### src/rtl/pc_ras_unit.sv
// -----------------------------------------------------------------------------
// pc_ras_unit
// Program counter with a built-in return-address stack (RAS).
//
// One operation is evaluated per rising CLK edge, with fixed priority
//   INTR > CALL > RET > PC_LD > PC_INC > hold.
// Lower-priority requests in the same cycle are ignored.
//
// Ports
//   CLK         in   clock, all state updates on the rising edge
//   RST_N       in   asynchronous active-low reset
//   PC_INC      in   PC <= PC + 1 (wraps at 2^ADDR_W)
//   PC_LD       in   PC <= source chosen by PC_MUX_SEL
//   PC_MUX_SEL  in   0=FROM_IMMED 1=FROM_STACK 2=INTR_VEC 3=RST_VEC
//   FROM_IMMED  in   branch / call target
//   FROM_STACK  in   return address from the external memory stack
//   CALL        in   push PC+1, jump to FROM_IMMED
//   RET         in   pop TOS into PC
//   INTR        in   push PC (unincremented), jump to INTR_VEC
//   PC_COUNT    out  registered current PC
//   STK_DEPTH   out  number of stack entries in use
//   STK_FULL    out  STK_DEPTH == DEPTH
//   STK_EMPTY   out  STK_DEPTH == 0
//   STK_ERR     out  sticky overflow/underflow flag, cleared only by reset
//
// There is no handshake: every request is consumed on the edge it is
// sampled at; there is no back-pressure. The design has no FSM beyond the
// PC, depth and error registers, all of which are visible on the outputs.
// -----------------------------------------------------------------------------
module pc_ras_unit #(
    parameter int                ADDR_W   = 10,
    parameter int                DEPTH    = 8,
    parameter logic [ADDR_W-1:0] RST_VEC  = '0,
    parameter logic [ADDR_W-1:0] INTR_VEC = '1
) (
    input  logic                         CLK,
    input  logic                         RST_N,
    input  logic                         PC_INC,
    input  logic                         PC_LD,
    input  logic [1:0]                   PC_MUX_SEL,
    input  logic [ADDR_W-1:0]            FROM_IMMED,
    input  logic [ADDR_W-1:0]            FROM_STACK,
    input  logic                         CALL,
    input  logic                         RET,
    input  logic                         INTR,
    output logic [ADDR_W-1:0]            PC_COUNT,
    output logic [$clog2(DEPTH+1)-1:0]   STK_DEPTH,
    output logic                         STK_FULL,
    output logic                         STK_EMPTY,
    output logic                         STK_ERR
);

    localparam int DW = $clog2(DEPTH + 1);
    localparam int IW = $clog2(DEPTH);

    logic [ADDR_W-1:0] pc_q, pc_next;
    logic [DW-1:0]     depth_q, depth_next;
    logic              err_q, err_next;

    logic              push_en;
    logic [ADDR_W-1:0] push_data;
    logic [IW-1:0]     push_idx;
    logic [IW-1:0]     tos_idx;
    logic [ADDR_W-1:0] tos;
    logic [ADDR_W-1:0] pc_plus1;

    // Entries are not reset and are never cleared on pop: only the depth
    // register decides which entries are live.
    logic [ADDR_W-1:0] stk [DEPTH];

    assign STK_FULL  = (depth_q == DW'(DEPTH));
    assign STK_EMPTY = (depth_q == '0);

    assign pc_plus1 = pc_q + 1'b1;
    assign push_idx = IW'(depth_q);
    // Only meaningful when the stack is non-empty; RET on empty never reads it.
    assign tos_idx  = IW'(depth_q - 1'b1);
    assign tos      = stk[tos_idx];

    always_comb begin
        pc_next    = pc_q;
        depth_next = depth_q;
        err_next   = err_q;
        push_en    = 1'b0;
        push_data  = pc_q;

        if (INTR) begin
            // The jump always happens; only the push is dropped on overflow.
            pc_next = INTR_VEC;
            if (!STK_FULL) begin
                push_en    = 1'b1;
                push_data  = pc_q;
                depth_next = depth_q + 1'b1;
            end else begin
                err_next = 1'b1;
            end
        end else if (CALL) begin
            pc_next = FROM_IMMED;
            if (!STK_FULL) begin
                push_en    = 1'b1;
                push_data  = pc_plus1;
                depth_next = depth_q + 1'b1;
            end else begin
                err_next = 1'b1;
            end
        end else if (RET) begin
            // Underflow holds the PC rather than jumping to a stale entry.
            if (!STK_EMPTY) begin
                pc_next    = tos;
                depth_next = depth_q - 1'b1;
            end else begin
                err_next = 1'b1;
            end
        end else if (PC_LD) begin
            unique case (PC_MUX_SEL)
                2'd0:    pc_next = FROM_IMMED;
                2'd1:    pc_next = FROM_STACK;
                2'd2:    pc_next = INTR_VEC;
                default: pc_next = RST_VEC;
            endcase
        end else if (PC_INC) begin
            pc_next = pc_plus1;
        end
    end

    always_ff @(posedge CLK or negedge RST_N) begin
        if (!RST_N) begin
            pc_q    <= RST_VEC;
            depth_q <= '0;
            err_q   <= 1'b0;
        end else begin
            pc_q    <= pc_next;
            depth_q <= depth_next;
            err_q   <= err_next;
        end
    end

    // A write left behind by an aborted push lands above the reset depth of
    // zero, so it is never observable.
    always_ff @(posedge CLK) begin
        if (push_en) begin
            stk[push_idx] <= push_data;
        end
    end

    assign PC_COUNT  = pc_q;
    assign STK_DEPTH = depth_q;
    assign STK_ERR   = err_q;

endmodule

### config.mk
export PLATFORM = sky130hd
export DESIGN_NAME = pc_ras_unit
export DESIGN_NICKNAME = d
export VERILOG_FILES = /design/src/rtl/pc_ras_unit.sv
export SDC_FILE = /design/constraint.sdc
export NUM_CORES = 1
export LEC_CHECK = 0
export CORE_ASPECT_RATIO = 0.5
export CORE_MARGIN = 2
export CORE_UTILIZATION = 30
export CTS_CLUSTER_SIZE = 12
export DETAILED_ROUTE_END_ITERATION = 6
export PLACE_DENSITY = 0.55
export SKIP_CTS_REPAIR_TIMING = 1
export SYNTH_ARGS = -nofsm -noshare
export SYNTH_HDL_FRONTEND = slang
export SYNTH_SLANG_ARGS = --single-unit
### constraint.sdc
create_clock -name CLK -period 4.1 [get_ports CLK]
set_input_delay 0.41 -clock CLK [delete_from_list [all_inputs] [get_ports CLK]]
set_output_delay 0.41 -clock CLK [all_outputs]
set_load 0.01 [all_outputs]
# Word level (Yosys, flattened, before mapping)
# Memories as Yosys holds them, arrays and structs flattened.
# Cells that the tools add are included.
classes:
  n_mux: 25
  n_reduce_logical: 8
  n_addsub: 3
  eq_ne: 5
ops:
  columns: ["op", "count"]
  rows:
  - ["2-to-1 mux 10 bit", 9]
  - ["one-hot mux 10 bit (3 select lines)", 1]
  - ["2-to-1 mux 4 bit", 5]
  - ["adder 10 x 1 -> 10 bit (second input constant)", 1]
  - ["2-to-1 mux 1 bit", 10]
  - ["AND reduction 2 bit", 3]
  - ["nonzero test 3 bit", 2]
  - ["nonzero test 5 bit", 1]
  - ["adder 4 x 1 -> 4 bit (second input constant)", 1]
  - ["equality test 4 bit (second input constant)", 1]
  - ["logical NOT 4 bit", 1]
  - ["inequality test 4 bit (second input constant)", 1]
  - ["subtractor 4 x 1 -> 4 bit (second input constant)", 1]
  - ["inequality test 3 bit (second input constant)", 1]
  - ["equality test 2 x 1 -> 1 bit (second input constant)", 1]
  - ["equality test 2 bit (second input constant)", 1]
  - ["logical NOT 2 bit", 1]
totals:
  output_inout_bits: 17
  input_bits: 29
  mem_count: 1
  ff_bits: 15
  ram_bits: 80
memory_table:
  columns: ["memory", "depth", "word_bits", "read_ports", "rd_ports_with_merged_regs", "write_ports", "line_no", "text"]
  rows:
  - ["stk", 8, 10, 1, 0, 1, "69", "logic [ADDR_W-1:0] stk [DEPTH];"]

# Depth between registers and ports, before layout
depth:
  word_depth: 6
  depth_mapped: 12
  ltp_nobuf: 7

# Least setup slack after synthesis
# No wires, ideal clock.
synth_timing:
  path_kind: "reg-to-reg"
  startpoint: "reg depth_q[0] (netlist: STK_DEPTH[0])"
  endpoint: "mem stk[0][0] (enable)"
  stages_incl_launch_ff: 10
  n_path_buf: 3
  setup_slack_ns: 1.048
  setup_time_ns: 0.390
  synth_period_minus_slack_ns: 3.052
  arrival_ns: 2.662
  path_cell_list: "dfrtp_1 buf_6 buf_12 buf_2 inv_1 ha_1 nand2_1 nor2_1 or3_1 nor3_1"
synth_via:
  elab_chain_cells: 6
synth_lines:
  columns: ["item", "line_no", "text"]
  rows:
  - ["from (decl)", "57", "logic [DW-1:0] depth_q, depth_next;"]
  - ["from (signal assigned)", "133", "depth_q <= depth_next;"]
  - ["equality test 4 bit (*)", "71", "assign STK_FULL = (depth_q == DW'(DEPTH));"]
  - ["named net STK_FULL", "48", "output logic STK_FULL,"]
  - ["2-to-1 mux 1 bit (*)", "90, 99", null]
  - ["2-to-1 mux 1 bit", "97", "end else if (CALL) begin"]
  - ["2-to-1 mux 1 bit (*)", "87", "if (INTR) begin"]
  - ["2-to-1 mux 1 bit (*)", "141", "if (push_en) begin"]
  - ["2-to-1 mux 1 bit (not written as such) (*)", "142", "stk[push_idx] <= push_data;"]
  - ["to (decl)", "69", null]
# Mark *: on every way through the listed nets, which the timed path passes. The rest lies on a longest branch.

# Worst setup path in the final report
layout_timing:
  startpoint: "reg depth_q[1] (netlist: STK_DEPTH[1])"
  endpoint: "mem stk[0][2] (data pin)"
layout_via:
  elab_chain_cells: 4
layout_lines:
  columns: ["item", "line_no", "text"]
  rows:
  - ["equality test 4 bit", "71", null]
  - ["2-to-1 mux 10 bit", "99", "if (!STK_FULL) begin"]
  - ["2-to-1 mux 10 bit", "97", null]
  - ["2-to-1 mux 10 bit", "87", null]
  - ["named net push_data[2]", "61", "logic [ADDR_W-1:0] push_data;"]
# The timed path passes the listed nets, and every way through them passes these cells.

==> results_dict.tcl <==
set metrics [dict create \
    status "complete, no violations" \
    peakVddDrop_uv 355.3 \
    cp_slowest_cell "xnor2_1" \
    worstReg2RegEnd "stk[0][2]" \
    slew_headroom_pct 44.20 \
    synthFlopType "edfxtp_1" \
    synth-simple-area-share_pct 10.51 \
    antenna_found_initial 0 \
    r2r_start "STK_DEPTH[1]" \
    dp_slack_ns 1.060 \
    finalCritPeriodShare_pct 71.20 \
    cp_cell_sequence "inv_1, ha_1, nand2_1, nor2_1, nor2_1, nand2_1, xnor2_1" \
    grt_util_met2_pct 21.65 \
    ys_ff_latch 95 \
    cts_tree "done" \
    synthArstFlopShare_pct 15.79 \
    drc 0 \
    cp-startpoint "STK_DEPTH[1]" \
    p_per_area_nw_per_um2 695.4 \
    grt_util_met1_pct 21.88 \
    cts_max_path_buffers 2 \
    via_per_inst 5.108 \
    slowest_delay_ns 0.68 \
    rsz0062_at_grt "no" \
    core_area_um2 14740 \
    die_w_um 179.5 \
    io_pins 46 \
    fin_setup_tns_ns 0 \
    nNetsFinal 414 \
    yosys-mux-area-fraction_pct 12.43 \
    ant_nets 0 \
    finalSetupViolCount 0 \
    grt_pass1_wl_mm 18.23 \
    grt_pass1_vias 2868 \
    timing.fmax_mhz 342.6 \
    fp.dieH_um 91.75 \
    antenna-diode-count 0 \
    drv_cap 0 \
    place_congestion 0.7673 \
    synth_area_leaders "edfxtp_1 (52%), dfrtp_1 (8.1%), mux4_2 (5.9%), mux4_1 (4.6%), nor2_1 (2.4%)" \
    fin_skew_ns 0.01077 \
    synthAdderAreaFrac_pct 0.8126 \
    worst_pin_slew_ns 0.8310 \
    critPathRequiredTime_ns 4.13 \
    synth_top_cell_by_area "edfxtp_1" \
    synth_top_cells_by_count "edfxtp_1 (80), nor2_1 (30), nand2_1 (21)" \
    synth_top_family_by_area "multiplexers" \
    drv_slew 0 \
    final_util_pct 38.14 \
    cp-end-kind "register" \
    syn_area_um2 4619 \
    dp_hpwl_mm 8.241 \
    p_leak_nw 1.892 \
    synth_nets 363 \
    layout_setup_ws_ns 1.181 \
    synth.most_common_cell "edfxtp_1" \
    vias 2988 \
    cts_buffers 9 \
    die_area_um2 16470 \
    crit_end "stk[0][2]" \
    drive_gt1_share_pct 13.44 \
    grt_util_met3_pct 4.011 \
    cts_root_buffer "clkbuf_16" \
    hp-class "register to register" \
    cts.sinks 95 \
    overflow 0 \
    wl_mm 11.66 \
    drt_iter0_markers 224 \
    hold_viol_final 0 \
    busiest_layer "met1" \
    critical_path.max_fanout 9 \
    r2r_slack_ns 1.18 \
    dr.pass1.iters 4 \
    cp.arrival_ns 2.95 \
    synth_top_area_share_pct 52.00 \
    area_delta_synth_final_pct 21.70 \
    synth_compound_area_share_pct 9.480 \
    grt_max_degree 25 \
    placed_cells_incl_taps 569 \
    worstRegToRegCells 7 \
    min_period_ns 2.919 \
    insertion_delay_ns 0.35 \
    grt.total_usage_pct 14.79 \
    finalNonFillerCells 585 \
    cp-start-kind "register" \
    port_buffers 45 \
    start_util_pct 31.34 \
    synth_edf_count 80 \
    ys_seq_area_share_pct 60.13 \
    critPathKind "register to register" \
    fp-row-count 31 \
    yosysUniqueCellTypes 55 \
    syn_avg_cell_area_um2 13.96 \
    netlist_instances 331 \
    cts.clk_slew.worst_paths_ns 0.07 \
    cts_max_level 3 \
    synth-xor-area-share_pct 3.386 \
    wl_per_cell_um 19.92 \
    yosys_warnings 0 \
]
cells by family (layout without fill, tap and decap cells):
| logic type | Yosys count | after routing |
|---|---|---|
| AOI/OAI and AO/OA | 62 | 62 |
| xor gates and xnor gates | 17 | 17 |
| and+or+nand+nor | 99 | 99 |
| muxes | 29 | 29 |
| DFF | 95 | 95 |
| buffers and inverters | 26 | 82 |
| adders and majority gates | 3 | 3 |
final cells by class:
cell class                      count  area (µm²)
Clock inverter                      6       72.57
Sequential cell                    95        2778
Tap cell                          198       247.7
Fill cell                        1413        9117
Timing Repair Buffer               62       578.1
Clock buffer                       10       239.0
Multi-Input combinational cell    210        1692
Inverter                            4       15.01
stage by stage:
step	cell area [µm²]	hold slack, ns	power, mW
detailed placement	5310	0.4602	3.076
CTS	5622	0.4763	3.957
finish	5622	0.4757	3.909
global placement	5310	0.4606	3.060
global route	5622	0.4953	4.124
floorplan	4619	0.1144	2.542
sequential cells by signal, summed over array words and instances (netlist names):
name	count
STK_DEPTH	4
PC_COUNT	10
stk	80
STK_ERR	1
metal layers:
| metal | wire length, µm | vias to the layer above |
|---|---|---|
| li1 | - | 1397 |
| met1 | 5743 | 1511 |
| met2 | 5114 | 72 |
| met3 | 700 | 8 |
| met4 | 97 | 0 |
| met5 | 0 | - |
layout by cell type, fill, tap and decap left out, drive strengths merged, types with 6 or more instances in the layout:
| master | n |
|---|---|
| edfxtp | 80 |
| clkdlybuf4s50 | 45 |
| nor2 | 30 |
| nand2 | 21 |
| mux4 | 20 |
| a21oi | 19 |
| buf | 17 |
| dfrtp | 15 |
| nor3 | 13 |
| xnor2 | 12 |
| clkbuf | 10 |
| nand2b | 8 |
| inv | 8 |
| nand3 | 7 |
| o21ai | 7 |
| mux2i | 6 |
worst max-delay path: cells and delay by family (launching register included):
kind	cells	cell delay, ns
simple gates	4	1.00
xor+xnor	1	0.68
flops	1	0.50
fa+ha+maj	1	0.29
buf+inv	1	0.13
how the worst min path moves through the flow:
stage             from           to  slack [ns]  cells past startpoint
2_1_floorplan    RST_N  PC_COUNT[0]        0.11                      0
3_3_place_gp   STK_ERR      STK_ERR        0.46                      1
3_5_place_dp   STK_ERR      STK_ERR        0.46                      1
4_1_cts        STK_ERR      STK_ERR        0.48                      1
5_1_grt        STK_ERR      STK_ERR        0.50                      1
6_report       STK_ERR      STK_ERR        0.48                      1
power by group:
part / total (mW) / switching, mW / internal (mW)
Sequential: 1.49 / 0.131 / 1.35
Combinational: 1.55 / 0.841 / 0.713
Clock: 0.870 / 0.371 / 0.499
Total: 3.91 / 1.34 / 2.57
(Power assumes the default switching activity.)
